### src/rtl/cnn_pkg.sv
// Shared types and helpers for the convolution layer sequencing logic.
package cnn_pkg;

  typedef enum logic [1:0] {
    IDLE    = 2'd0,
    LOAD    = 2'd1,
    CONV    = 2'd2,
    RELEASE = 2'd3
  } state_e;

  // Output dimension for stride 1, no padding.
  function automatic int out_dim(input int img, input int k);
    return img - k + 1;
  endfunction

endpackage

### src/rtl/window_counter.sv
// Row/column wrap counter over a ROWS x COLS grid; last_o flags the final cell.
module window_counter #(
  parameter int ROWS = 1,
  parameter int COLS = 1,
  parameter int RW   = 1,
  parameter int CW   = 1
) (
  input  logic          clock_i,
  input  logic          reset_i,
  input  logic          clear_i,
  input  logic          inc_i,
  output logic [RW-1:0] row_o,
  output logic [CW-1:0] col_o,
  output logic          last_o
);

  logic row_last;
  logic col_last;

  assign row_last = (row_o == RW'(ROWS - 1));
  assign col_last = (col_o == CW'(COLS - 1));
  assign last_o   = row_last && col_last;

  // Advance column, carry into row, wrap both at the last cell.
  always_ff @(posedge clock_i) begin
    if (!reset_i) begin
      row_o <= '0;
      col_o <= '0;
    end else if (clear_i) begin
      row_o <= '0;
      col_o <= '0;
    end else if (inc_i) begin
      if (col_last) begin
        col_o <= '0;
        row_o <= row_last ? '0 : row_o + RW'(1);
      end else begin
        col_o <= col_o + CW'(1);
      end
    end
  end

endmodule

### src/rtl/conv_layer_scheduler.sv
// Sequences kernel load, window accept and kernel release for one conv layer.
module conv_layer_scheduler
  import cnn_pkg::*;
#(
  parameter int N_CHANNELS   = 1,
  parameter int N_KERNELS    = 32,
  parameter int KERNEL_SIZE  = 3,
  parameter int IMAGE_WIDTH  = 28,
  parameter int IMAGE_HEIGHT = 28,
  localparam int OUT_W = out_dim(IMAGE_WIDTH, KERNEL_SIZE),
  localparam int OUT_H = out_dim(IMAGE_HEIGHT, KERNEL_SIZE),
  localparam int RW    = $clog2(OUT_H) + 1,
  localparam int CW    = $clog2(OUT_W) + 1,
  localparam int KW    = $clog2(N_KERNELS) + 1
) (
  input  logic                  clock_i,
  input  logic                  reset_i,
  input  logic                  start_i,
  input  logic [N_CHANNELS-1:0] kernel_valid_i,
  input  logic                  window_valid_i,
  output logic                  kernel_enable_o,
  output logic [N_CHANNELS-1:0] hold_kernel_o,
  output logic                  window_ready_o,
  output logic                  conv_enable_o,
  output logic [RW-1:0]         out_row_o,
  output logic [CW-1:0]         out_col_o,
  output logic [KW-1:0]         out_kernel_o,
  output logic                  busy_o,
  output logic                  done_o
);

  state_e state_q;
  state_e state_d;
  logic   all_valid;
  logic   win_last;
  logic   kernel_last;
  logic   clear_cnt;

  assign all_valid   = &kernel_valid_i;
  assign kernel_last = (out_kernel_o == KW'(N_KERNELS - 1));
  assign clear_cnt   = (state_q == IDLE) && start_i;

  window_counter #(
    .ROWS(OUT_H),
    .COLS(OUT_W),
    .RW  (RW),
    .CW  (CW)
  ) u_window_counter (
    .clock_i(clock_i),
    .reset_i(reset_i),
    .clear_i(clear_cnt),
    .inc_i  (conv_enable_o),
    .row_o  (out_row_o),
    .col_o  (out_col_o),
    .last_o (win_last)
  );

  // State register.
  always_ff @(posedge clock_i) begin
    if (!reset_i) state_q <= IDLE;
    else          state_q <= state_d;
  end

  // Next-state and combinational handshake decode.
  always_comb begin
    state_d         = state_q;
    kernel_enable_o = 1'b0;
    window_ready_o  = 1'b0;
    conv_enable_o   = 1'b0;
    unique case (state_q)
      IDLE: begin
        if (start_i) state_d = LOAD;
      end
      LOAD: begin
        // Drop enable as soon as every channel is valid so the buffer never rereads.
        kernel_enable_o = !all_valid;
        if (all_valid) state_d = CONV;
      end
      CONV: begin
        window_ready_o = 1'b1;
        conv_enable_o  = window_valid_i;
        if (window_valid_i && win_last) state_d = RELEASE;
      end
      RELEASE: begin
        state_d = kernel_last ? IDLE : LOAD;
      end
      default: state_d = IDLE;
    endcase
  end

  // Registered kernel index, hold, busy and done; hold is low only while in RELEASE.
  always_ff @(posedge clock_i) begin
    if (!reset_i) begin
      out_kernel_o  <= '0;
      hold_kernel_o <= '1;
      busy_o        <= 1'b0;
      done_o        <= 1'b0;
    end else begin
      hold_kernel_o <= (state_d == RELEASE) ? '0 : '1;
      busy_o        <= (state_d != IDLE);
      done_o        <= (state_q == RELEASE) && kernel_last;
      if (clear_cnt) begin
        out_kernel_o <= '0;
      end else if (state_q == RELEASE) begin
        out_kernel_o <= kernel_last ? '0 : out_kernel_o + KW'(1);
      end
    end
  end

endmodule

### config.mk
export PLATFORM = sky130hd
export DESIGN_NAME = conv_layer_scheduler
export DESIGN_NICKNAME = d
export VERILOG_FILES = /design/src/rtl/cnn_pkg.sv /design/src/rtl/window_counter.sv /design/src/rtl/conv_layer_scheduler.sv
export SDC_FILE = /design/constraint.sdc
export NUM_CORES = 1
export LEC_CHECK = 0
export ABC_CLOCK_PERIOD_IN_PS = 4400
export BUFFER_PORTS_ARGS = -buffer_cell sky130_fd_sc_hd__buf_2
export CORE_ASPECT_RATIO = 1.5
export CORE_MARGIN = 8
export CORE_UTILIZATION = 30
export DETAILED_ROUTE_END_ITERATION = 10
export GPL_ROUTABILITY_DRIVEN = 0
export PLACE_DENSITY = 0.54
export SYNTH_ARGS = -nofsm -noshare
export SYNTH_HDL_FRONTEND = slang
export SYNTH_SLANG_ARGS = --single-unit
### constraint.sdc
create_clock -name clock_i -period 4.4 [get_ports clock_i]
set_clock_uncertainty 0.15 [all_clocks]
set_input_delay 0 -clock clock_i [delete_from_list [all_inputs] [get_ports clock_i]]
set_output_delay 0 -clock clock_i [all_outputs]
set_load 0.02 [all_outputs]
Yosys cells after proc, flatten, opt, wreduce, memory -nomap -nowiden. Cells that the tools add are included.

Logic and storage cells: 39. Bits in writable memories: 0. Output and inout bits: 24. Bits in latches: 0. Input bits: 5. Bits in registers: 23. Bits in read-only memories: 0. Memories kept: 0.

Magnitude comparators: 0. Multiply operators: 0. Div/mod/pow operators: 0. Add/subtract/negate cells: 3. Equality and inequality tests: 7. Reductions and logical operators: 9. Mux-type cells: 12. Shift operators: 0. Bitwise logic cells: 1.

Operator list (count): adder 6 x 1 -> 6 bit, second input constant (3); equality test 6 x 5 -> 1 bit, second input constant (3); two-way mux 6 bit (3); one-hot mux 2 bit (4 select lines) (1); equality test 2 bit, second input constant (3); two-way mux 2 bit (3); two-way mux 1 bit (5); logical AND 1 bit (4); equality test 2 x 1 -> 1 bit, second input constant (1); zero test 2 bit (1); AND reduction 2 bit (1); nonzero test 2 bit (1); OR reduction 2 bit (1); zero test 1 bit (1); NOT 1 bit (1).

Logic depth before layout (Yosys ltp). Gate-level depths: netlist (run 1).

Word-level depth: 7. Mapped depth: 7. Mapped depth without buffers: 6.

Cells and area by module. From an unflattened synthesis (run 1), not the netlist that was laid out.

Cells, all modules: 124. Area, all modules: 1154.9 µm².

By module, submodules not included: window_counter (cells each 67, area each 635.6 µm², instances 1); conv_layer_scheduler (cells each 57, area each 519.2 µm², instances 1).

Least setup slack after synthesis (run 1). No wires, ideal clock.

Path type: register to register. Start: register u_window_counter.col_o[0]. End: register u_window_counter.row_o[2]. Setup slack: 2.371 ns. Arrival time: 1.807 ns. Required time: 4.178 ns. Path buffers: 1. Stages on the path, launching flop included: 7. Path through: dfxtp_1 -> ha_1 -> nor3b_1 -> nand4_4 -> buf_6 -> or4_1 -> a21oi_1.

Cells in the longest elaborated chain, start to end: 2.

RTL lines: from (decl) (line window_counter.sv:13) `output logic [CW-1:0] col_o,`; from (signal assigned) (line window_counter.sv:37) `col_o <= col_o + CW'(1);`; equality test 6 x 5 -> 1 bit (line window_counter.sv:21) `assign col_last = (col_o == CW'(COLS - 1));`; AND reduction 2 bit (no line); to (signal assigned) (line window_counter.sv:35) `row_o <= row_last ? '0 : row_o + RW'(1);`; to (decl) (line window_counter.sv:12) `output logic [RW-1:0] row_o,`.

Every way passes these cells. A chain may end at the register's enable or synchronous reset.

Worst setup path after layout (run 1).
Start: register u_window_counter.col_o[0]. End: register u_window_counter.row_o[5].

The elaborated chain is that of the path after synthesis.

==> flow_metrics.tcl, run 1 <==
set metrics [dict create \
    status "complete, no violations" \
    grt_overflow 0 \
    postCtsSetupRepairBufs 0 \
    fin_nets 162 \
    routed_wl_mm 2.49 \
    final-setup-viol-count 0 \
    grt_use_total_pct 8.78 \
    power_density_nw_per_um2 282 \
    ff2ff_path_depth 5 \
    crit_type "flop to flop" \
    pwr-share-comb_pct 7.8 \
    hold_class "primary input to flop" \
    required_ns 4.44 \
    rows 27 \
    vdd_drop_max_v 0.000174 \
    numCtsBuffers 3 \
    synth_top_area_cell "dfxtp_1" \
    cts_root_buffer "clkbuf_8" \
    initial_core_util_pct 30.4 \
    fmax_mhz 489 \
    design.die.area_um2 5860 \
    clk_pin_slew_ns 0.08 \
    leakage_nw 0.573 \
    maxSlewViolCount 0 \
    pwr-share-seq_pct 57.5 \
    ys_seq_elements 23 \
    yosysTopAreaCellShare_pct 42.3 \
    core_area_um2 3580 \
    r2r_slack_ns 2.35 \
    wl_per_cell_um 12.8 \
    initialDrtViolationCount 28 \
    synthTopCellsByArea "dfxtp_1 42%, xor2_1 6.4%, ha_1 5.7%" \
    ys.flop_type "dfxtp_1" \
    rsz0062_at_grt "no" \
    antenna_found_initial 0 \
    arrival_ns 2.09 \
    r2r-start "u_window_counter.col_o[0]" \
    port_buffers 28 \
    syn_nets 130 \
    grt_max_degree 13 \
    maxSlewHeadroom_pct 59.4 \
    grt_pass1_wl_mm 4.27 \
    grt_pass1_vias 1017 \
    cts_tree "built" \
    cts.sinks 23 \
    worstHoldStart "start_i" \
    fin_tns_setup_ns 0 \
    worst_pin_slew_ns 0.605 \
    syn_avg_cell_area_um2 9.08 \
    synth_cell_types 35 \
    antenna_left 0 \
    routed_via_density 4.85 \
    whs_endpoint "state_q[0]" \
    power_switching_mw 0.0857 \
    worstSetupEndpointType "flop" \
    swShare_pct 23.0 \
    place_hpwl_mm 1.92 \
    worst-path-max-fanout 11 \
    worstReg2RegEnd "u_window_counter.row_o[5]" \
    diodes 0 \
    pwr-share-clk_pct 34.6 \
    synth_cells 120 \
    clkLatencyLatePin_ns 0.26 \
    clock_path_buffers 2 \
    finalHoldViolCount 0 \
    synth-edff-count 0 \
    die_height_um 89.8 \
    maxCapViolCount 0 \
    internal-power_mw 0.287 \
    vias 940 \
    ys_warn_count 0 \
    htreeDepth 1 \
    ys_seq_area_share_pct 42.3 \
    syn2layout_area_growth_pct 21.4 \
    syn-cell-area_um2 1090 \
    die_w_um 65.2 \
    startpoint_type "flop" \
    utilization_pct 36.9 \
    ios 29 \
    synthArstFlopShare_pct 0 \
    hold_depth 5 \
    dr.pass1.iters 4 \
    fin_crit_sh_pct 46.5 \
    drive_gt1_share_pct 23.2 \
    min_period_ns 2.05 \
    drc 0 \
]
how the worst max path moves through the flow:
stage	startpoint	endpoint
2_1_floorplan	u_window_counter.col_o[0]	u_window_counter.row_o[2]
3_3_place_gp	u_window_counter.col_o[0]	u_window_counter.row_o[5]
3_5_place_dp	u_window_counter.col_o[0]	u_window_counter.row_o[5]
4_1_cts	u_window_counter.col_o[0]	u_window_counter.row_o[5]
5_1_grt	u_window_counter.col_o[0]	u_window_counter.row_o[5]
6_report	u_window_counter.col_o[0]	u_window_counter.row_o[5]
power by group through the flow:
stage	Sequential [mW]	Combinational, mW	Clock (mW)
final	0.214	0.0291	0.129
after global routing	0.215	0.0324	0.145
after CTS	0.214	0.0297	0.133
after detailed placement	0.219	0.0281	0
after global placement	0.219	0.0280	0
after floorplan	0.221	0.0169	0
critical path: stages (launching register included):
cell and delay (ns):
dfxtp_1 0.42, ha_1 0.17, nor3b_1 0.38, nand4_4 0.22, or4_1 0.51, a21oi_1 0.13
logic make-up after synthesis:
group	synth area share, %
buf+inv	3.79
fa+ha+maj	5.74
xor+xnor	8.04
simple gates	29.9
compound gates	10.3
flops	42.3
cells in the mapped netlist, drive strengths merged (3+ instances only):
library cell	n
nand4	5
dfxtp	23
nor2b	4
nor2	14
nand2	13
xor2	8
a21oi	9
inv	4
nand2b	3
ha	5
placed cells by master, fill, tap and decap left out, drive strengths merged, types with 2 or more instances in the layout:
master	netlist	routed
buf	2	28
dfxtp	23	23
nor2	14	14
nand2	13	13
a21oi	9	9
xor2	8	8
ha	5	5
nand4	5	5
inv	4	4
nor2b	4	4
clkbuf	1	4
nand2b	3	3
a211oi	2	2
and2	2	2
nand3	2	2
and3	2	2
xnor2	2	2
or4	2	2
or3	2	2
dlygate4sd3	0	2
o21ai	2	2
per-stage QoR:
step | total power [mW] | setup slack [ns] | area [µm²] | instances | hold slack [ns]
CTS | 0.377 | 2.34 | 1320 | 194 | 0.149
floorplan | 0.238 | 2.37 | 1090 | 120 | -0.0719
detailed placement | 0.247 | 2.39 | 1260 | 188 | 0.125
finish | 0.372 | 2.35 | 1320 | 194 | 0.146
global placement | 0.247 | 2.47 | 1260 | 188 | 0.123
global route | 0.393 | 2.20 | 1320 | 194 | 0.179
flip-flops by register name, indices dropped and copies added (netlist names):
register	flops
out_kernel_o	6
state_q	2
busy_o	1
done_o	1
u_window_counter.row_o	6
hold_kernel_o	1
u_window_counter.col_o	6
area by class of cell:
| type | count | area (µm²) |
|---|---|---|
| Clock buffer | 4 | 45.0 |
| Inverter | 4 | 15.0 |
| Fill cell | 381 | 2260 |
| Multi-Input combinational cell | 90 | 588 |
| Sequential cell | 23 | 460 |
| Tap cell | 43 | 53.8 |
| Timing Repair Buffer | 30 | 160 |
repair_timing:
item,CTS,global route
gates resized for setup,0,0
endpoints found under the hold margin,5,0
hold buffers,2,0
per-layer routing:
layer  up-vias  GRT usage [%]  wire, µm
met2        20           15.0      1250
met3         2           3.35       174
met1       442           8.87      1040
met5         -              0         0
met4         0           4.39        26
li1        476              -         -
Power figures use the tool's default switching activity.
==> inputs of run 2 (changes only) <==
--- a/config.mk
+++ b/config.mk
@@ -5,7 +5,7 @@
 export SDC_FILE = /design/constraint.sdc
 export NUM_CORES = 1
 export LEC_CHECK = 0
-export ABC_CLOCK_PERIOD_IN_PS = 4400
+export ABC_CLOCK_PERIOD_IN_PS = 1900
 export BUFFER_PORTS_ARGS = -buffer_cell sky130_fd_sc_hd__buf_2
 export CORE_ASPECT_RATIO = 1.5
 export CORE_MARGIN = 8
==> constraint.sdc (replaced) <==
create_clock -name clock_i -period 1.9 [get_ports clock_i]
set_clock_uncertainty 0.15 [all_clocks]
set_input_delay 0 -clock clock_i [delete_from_list [all_inputs] [get_ports clock_i]]
set_output_delay 0 -clock clock_i [all_outputs]
set_load 0.02 [all_outputs]
==> run 2 against run 1 <==
  * Largest power group unchanged
  * Flip-flop and latch count unchanged
  * First-iteration DRC count is 21% lower
  * Worst hold slack better by 0.0032 ns
==> flow_metrics.tcl, run 2 (same netlist as run 1, synthesis figures left out) <==
set metrics [dict create \
    status "complete, no violations" \
    rsz0062_at_grt "no" \
    crit_type "flop to flop" \
    hold_depth 4 \
    pwr-share-clk_pct 34.4 \
    fin_tns_setup_ns 0 \
    clk_pin_slew_ns 0.08 \
    grt_pass1_vias 1017 \
    min_period_ns 1.77 \
    fmax_mhz 565 \
    numCtsBuffers 3 \
    vias 968 \
    antenna_found_initial 0 \
    port_buffers 28 \
    fin_nets 168 \
    initialDrtViolationCount 22 \
    dr.pass1.iters 4 \
    core_area_um2 3580 \
    maxSlewViolCount 0 \
    ios 29 \
    wl_met3_um 172 \
    design.die.area_um2 5860 \
    finalHoldViolCount 0 \
    fillerInstances 406 \
    cts.sinks 23 \
    drc 0 \
    internal-power_mw 0.670 \
    worstSetupEndpointType "flop" \
    grt_use_total_pct 8.99 \
    required_ns 1.95 \
    swShare_pct 23.0 \
    arrival_ns 1.82 \
    routed_via_density 4.84 \
    grt_pass1_wl_mm 4.33 \
    post-place-ws_ns 0.119 \
    vdd_drop_max_v 0.000316 \
    rows 27 \
    ff2ff_path_depth 6 \
    power_density_nw_per_um2 628 \
    power_switching_mw 0.200 \
    hold_class "primary input to flop" \
    final.setup.worst_slack_ns 0.130 \
    top_layer_used "met4" \
    die_w_um 65.2 \
    drive_gt1_share_pct 28.0 \
    maxCapViolCount 0 \
    die_height_um 89.8 \
    wl_met2_mm 1.29 \
    grt_overflow 0 \
    clock_path_buffers 2 \
    placed_cell_area_um2 1310 \
    diodes 0 \
    grt_max_degree 13 \
    htreeDepth 1 \
    cts_tree "built" \
    final-setup-viol-count 0 \
    leakage_nw 0.607 \
    utilization_pct 38.7 \
    maxSlewHeadroom_pct 63.2 \
    design_area_um2 1390 \
    syn2layout_area_growth_pct 27.1 \
    routed_wl_mm 2.55 \
    pwr-share-seq_pct 56.9 \
    layout_common_cells "28 x buf_2, 22 x dfxtp_1, 14 x nor2_1" \
    wl_met1_mm 1.03 \
    top_regs "out_kernel_o (6), u_window_counter.col_o (6), u_window_counter.row_o (6)" \
    startpoint_type "flop" \
    initial_core_util_pct 30.4 \
    pwr-share-comb_pct 8.7 \
    worst-path-max-fanout 8 \
    wl_per_cell_um 12.8 \
    cts_root_buffer "clkbuf_8" \
    place_hpwl_mm 2.02 \
    clkLatencyLatePin_ns 0.26 \
    worst_pin_slew_ns 0.550 \
    final_common_cell "buf_2" \
    fin_crit_sh_pct 93.2 \
    antenna_left 0 \
]
run 2: changes by cell type in the layout (fill, tap and decap cells not counted), sizes merged:
| cell | change |
|---|---|
| buf | +6 |
run 2: path summary, 6_finish.rpt:
kind                             start                         to  slack (ns)
min                            start_i  u_window_counter.row_o[3]        0.15
max          u_window_counter.col_o[1]  u_window_counter.row_o[5]        0.13
min reg2reg            out_kernel_o[1]            out_kernel_o[1]        0.34
max reg2reg  u_window_counter.col_o[1]  u_window_counter.row_o[5]        0.13
run 2: metal layers:
layer,GRT usage [%],vias to the layer above
met3,2.98,7
met2,15.7,23
met1,8.98,449
met5,0,-
met4,4.75,0
li1,-,489
run 2: through the flow:
stage | power, mW | hold slack, ns | instances
after CTS | 0.881 | 0.151 | 200
after global placement | 0.578 | 0.119 | 194
final | 0.870 | 0.149 | 200
after floorplan | 0.551 | -0.0719 | 120
after global routing | 0.915 | 0.159 | 200
after detailed placement | 0.578 | 0.123 | 194
run 2: power by group through the flow:
stage	clock network, mW	registers, mW	logic [mW]
floorplan	0	0.512	0.0392
global placement	0	0.507	0.0713
detailed placement	0	0.507	0.0718
CTS	0.311	0.495	0.0752
global route	0.335	0.496	0.0837
finish	0.300	0.495	0.0755
run 2: area by class of cell:
type | instances | area, µm² | share of cell area (%)
Clock buffer | 4 | 45.0 | 3.25
Inverter | 4 | 15.0 | 1.08
Multi-Input combinational cell | 90 | 604 | 43.6
Sequential cell | 23 | 462 | 33.3
Tap cell | 43 | 53.8 | 3.88
Timing Repair Buffer | 36 | 205 | 14.8
run 2: worst max-delay path, stage by stage (launching register included):
cell and delay [ns]:
dfxtp_1 0.35, inv_1 0.06, ha_1 0.13, nor3b_4 0.23
nand4_4 0.16, or4_1 0.50, a21oi_1 0.12
run 2: timing repair:
action                     4_1_cts  5_1_grt
setup endpoints to repair        0        3
resized for setup                0        2
hold endpoints to repair         5        0
hold buffers                     2        0
setup buffers                    0        0
